==> src/rtl/relu_maxpool_2x2.sv <==
// ReLU + arithmetic-shift requantize + unsigned saturation, followed by 2x2/stride-2
// max pooling over a raster stream, using a half-width row buffer.
module relu_maxpool_2x2 #(
    parameter int unsigned D_BW  = 19,
    parameter int unsigned O_BW  = 8,
    parameter int unsigned SHIFT = 0,
    parameter int unsigned IMG_W = 8,
    parameter int unsigned IMG_H = 8
) (
    input  logic                   i_clk,
    input  logic                   i_rst,
    input  logic                   i_valid,
    input  logic signed [D_BW-1:0] i_data,
    output logic                   o_valid,
    output logic [O_BW-1:0]        o_data,
    output logic                   o_frame_done
);

    localparam int unsigned CW   = (IMG_W > 1) ? $clog2(IMG_W) : 1;
    localparam int unsigned RW   = (IMG_H > 1) ? $clog2(IMG_H) : 1;
    localparam int unsigned BW   = (IMG_W > 2) ? $clog2(IMG_W / 2) : 1;
    localparam int unsigned RB_N = 1 << BW;

    // Stage 1 datapath: clamp negatives, requantize, saturate to O_BW
    logic [D_BW-1:0] relu_c;
    logic [D_BW-1:0] shifted_c;
    logic [O_BW-1:0] sat_c;

    always_comb begin
        relu_c    = i_data[D_BW-1] ? '0 : D_BW'(i_data);
        shifted_c = relu_c >> SHIFT;
        sat_c     = (|shifted_c[D_BW-1:O_BW]) ? '1 : shifted_c[O_BW-1:0];
    end

    logic            v1;
    logic [O_BW-1:0] q1;
    logic [CW-1:0]   col;
    logic [RW-1:0]   row;
    logic [O_BW-1:0] hold;
    logic [O_BW-1:0] rowbuf [RB_N];

    logic [BW-1:0]   idx_c;
    logic [O_BW-1:0] hmax_c;
    logic [O_BW-1:0] pool_c;
    logic            col_last_c;
    logic            row_last_c;

    always_comb begin
        idx_c      = BW'(col >> 1);
        hmax_c     = (q1 > hold) ? q1 : hold;
        pool_c     = (rowbuf[idx_c] > hmax_c) ? rowbuf[idx_c] : hmax_c;
        col_last_c = (col == CW'(IMG_W - 1));
        row_last_c = (row == RW'(IMG_H - 1));
    end

    // Stage 1 register and stage 2 pooling state
    always_ff @(posedge i_clk or posedge i_rst) begin
        if (i_rst) begin
            v1           <= 1'b0;
            q1           <= '0;
            col          <= '0;
            row          <= '0;
            hold         <= '0;
            rowbuf       <= '{default: '0};
            o_valid      <= 1'b0;
            o_data       <= '0;
            o_frame_done <= 1'b0;
        end else begin
            v1           <= i_valid;
            o_valid      <= 1'b0;
            o_frame_done <= 1'b0;
            if (i_valid) begin
                q1 <= sat_c;
            end
            if (v1) begin
                if (!col[0]) begin
                    hold <= q1;
                end else if (!row[0]) begin
                    rowbuf[idx_c] <= hmax_c;
                end else begin
                    o_data       <= pool_c;
                    o_valid      <= 1'b1;
                    o_frame_done <= row_last_c && col_last_c;
                end
                // Raster position advances only on accepted samples
                if (col_last_c) begin
                    col <= '0;
                    row <= row_last_c ? '0 : row + RW'(1);
                end else begin
                    col <= col + CW'(1);
                end
            end
        end
    end

endmodule
==> config.mk <==
export PLATFORM = sky130hd
export DESIGN_NAME = relu_maxpool_2x2
export DESIGN_NICKNAME = d
export VERILOG_FILES = /design/src/rtl/relu_maxpool_2x2.sv
export SDC_FILE = /design/constraint.sdc
export NUM_CORES = 1
export LEC_CHECK = 0
export BUFFER_PORTS_ARGS = -buffer_cell sky130_fd_sc_hd__clkbuf_2
export CAP_MARGIN = 20
export CORE_MARGIN = 2
export CORE_UTILIZATION = 59
export DETAILED_ROUTE_END_ITERATION = 12
export PLACE_DENSITY = 0.8
export SLEW_MARGIN = 20
export SYNTH_ARGS = -nofsm -noshare
export SYNTH_HDL_FRONTEND = slang
export SYNTH_SLANG_ARGS = --single-unit
==> constraint.sdc <==
create_clock -name i_clk -period 4.6 [get_ports i_clk]
set_input_delay 0.23 -clock i_clk [delete_from_list [all_inputs] [get_ports i_clk]]
set_output_delay 0.23 -clock i_clk [all_outputs]
set_load 0.02 [all_outputs]
==> flow_summary.json <==
{
  "fmax_ghz": 0.267,
  "peakVddDrop_mv": 0.481,
  "gr-total-overflow": 0,
  "grtUsageTotal_pct": 24.3,
  "cts_max_path_buffers": 2,
  "tightest_slew_ps": 904,
  "syn_area_mm2": 0.00324,
  "dieArea_mm2": 0.00610,
  "hold_viol": 0,
  "cts_max_level": 3,
  "fin_ws_ps": 855,
  "synthMuxAreaShare_pct": 12.8,
  "drt-initial-drc-count": 133,
  "p_leak_nw": 1.79,
  "critPathRequiredTime_ps": 4810,
  "wire_per_inst_um": 16.0,
  "area_delta_synth_final_pct": 13.1,
  "hpwl_mm": 4.66,
  "port_buffers": 31,
  "synth-seq-cells": 65,
  "grt_max_degree": 66,
  "yosysSeqAreaShare_pct": 50.2,
  "route.detailed.drc": 0,
  "run_status": "finished, final reports clean",
  "synth_largest_area_cell": "dfrtp_1",
  "cp.arrival_ps": 3960,
  "dpl_worst_slack_ps": 870,
  "netlist_top_cells_area": "dfrtp_1 (50%), ha_1 (7.7%), mux2_2 (7.0%)",
  "gp_congestion": 0.871,
  "power_density_mw_per_mm2": 736,
  "synth-compound-area-share_pct": 13.4,
  "num_io_pins": 32,
  "dieHeight_um": 78.1,
  "synth-xor-area-share_pct": 0,
  "vias_per_cell": 5.72,
  "diodes": 0,
  "ctsHoldBuffers": 0,
  "final_common_cell": "dfrtp_1",
  "synthAdderAreaFrac_pct": 7.72,
  "synth_cells": 298,
  "critPathLaunch": "q1[1]$_DFFE_PP0P_",
  "syn_nets": 340,
  "start_util_pct": 62.2,
  "num-nets-final": 374,
  "synth_top_area_share_pct": 50.2,
  "worst_setup_path_start_kind": "flop",
  "grt_pass1_vias": 2445,
  "finalSetupTns_ps": 0,
  "ant_nets": 0,
  "die_w_um": 78.1,
  "clock_sinks": 65,
  "rrSetupSlack_ps": 850,
  "max_cap_violations": 0,
  "min_period_over_period_pct": 81.4,
  "synth_top_family_by_area": "compound AO/OA/AOI/OAI gates",
  "min_path_type": "in -> async",
  "clock_tree.root_cell": "clkbuf_8",
  "syn-mean-instance-area_um2": 10.9,
  "finalClockSkew_ps": 8.19,
  "hold_slack_ps": 101,
  "final_cell_mix": "dfrtp_1 (65), clkbuf_2 (31), nand2_1 (30)",
  "via_count": 2330,
  "crit_path_end_kind": "flop",
  "yosysUniqueCellTypes": 35,
  "fillCellCount": 393,
  "core-area_mm2": 0.00520,
  "first_pass_iters": 4,
  "cts_resized": 0,
  "rsz0062_at_grt": "false",
  "drv_slew": 0,
  "cts_tree": "yes",
  "crit_fanout": 9,
  "finalSetupViolations": 0,
  "cts_setup_buffers": 0,
  "r2r-start": "q1[1]$_DFFE_PP0P_",
  "min_period_ps": 3750,
  "slew_headroom_pct": 39.6,
  "clk_pin_slew_ps": 70,
  "drive_gt1_share_pct": 28.2,
  "cts_made_buffers": 9,
  "grt_pass1_wl_mm": 11.3,
  "path_class": "reg -> reg",
  "fp-row-count": 26,
  "antenna_found_initial": 0,
  "synth-simple-area-share_pct": 11.3,
  "ys_warn_count": 0,
  "clock_latency_ps": 330,
  "drt_wl_total_mm": 6.53
}
==> worst paths after layout <==
kind | to | cells after the start
worst min register to register | rowbuf[6]$_DFFE_PP0P_ | 2
worst max register to register | o_data[6]$_DFFE_PP0P_ | 14
worst max-delay path | o_data[6]$_DFFE_PP0P_ | 14
max in group asynchronous | rowbuf[19]$_DFFE_PP0P_ | 3
worst min-delay path | rowbuf[4]$_DFFE_PP0P_ | 3
min in group i_clk | v1$_DFF_PP0_ | 1
==> synth_stat cells <==
master,count
dfrtp_1,65
nand2_1,30
a21oi_1,28
o21ai_0,26
nor2_1,22
inv_1,21
ha_1,20
mux2_2,20
and3_1,9
mux4_2,8
inv_2,7
a221o_1,4
a221o_2,4
clkbuf_1,4
buf_1,3
nand4_1,3
a21o_1,2
buf_2,2
nand3_1,2
nor2b_1,2
or4_1,2
a211oi_1,1
a21boi_2,1
a41oi_1,1
and2_1,1
and4_1,1
buf_4,1
mux2i_1,1
nor3_1,1
nor3_2,1
nor4_4,1
o21ai_1,1
o22a_1,1
o31ai_4,1
or2_2,1
==> kinds of logic (layout without fill, tap and decap cells) <==
kind of cell,count (synthesis),after routing
DFF,65,65
buffers and inverters,38,77
and+or+nand+nor,76,76
AOI/OAI and AO/OA,70,70
adders and majority gates,20,20
muxes,29,29
==> cell type report <==
cell class                 instances  area, um^2  share of cell area (%)
timing repair buffer              33         170                    4.64
clock buffer                       9         124                    3.38
tap                               70        87.6                    2.39
clock inverter                     7        85.1                    2.32
sequential                        65        1630                    44.4
multi-input combinational        195        1470                    40.0
inverter                          28         105                    2.87
==> through the flow <==
stage / cell area [um^2] / util, % / cells / power (W)
floorplan: 3240 / - / 298 / 0.00187
global placement: 3450 / 66.2 / 390 / 0.00211
detailed placement: 3450 / 66.2 / 390 / 0.00219
CTS: 3650 / 70.2 / 406 / 0.00270
global route: 3660 / 70.4 / 407 / 0.00294
finish: 3660 / 70.4 / 407 / 0.00270
==> flip-flops by register name (all words and copies together) (netlist names) <==
signal	count
o_valid	1
hold	8
o_frame_done	1
row	3
v1	1
q1	8
col	3
rowbuf	32
o_data	8
==> per-layer routing <==
layer	share of wire [%]	global-route usage, %	vias up
met3	4.1	4.71	12
met2	50	40.3	53
met5	0	0	-
met1	44	31.0	1147
met4	1.6	11.8	0
li1	-	-	1118
==> critical path, stage by stage, from the launching register on <==
cell and delay (ps):
dfrtp_1 410, ha_1 320, nor2b_1 140, o21ai_0 210
a21boi_2 100, o31ai_4 430, mux2i_1 550, inv_1 140
ha_1 230, inv_1 50, a41oi_1 90, a21oi_1 150
o22a_1 260, nor2_1 180, a221o_2 360
==> report_power, final <==
| part | internal [W] | switching, W |
|---|---|---|
| registers | 0.000813 | 0.000199 |
| logic | 0.000541 | 0.000635 |
| clock network | 0.000300 | 0.000211 |
| total | 0.00165 | 0.00104 |
(Power assumes the default switching activity.)
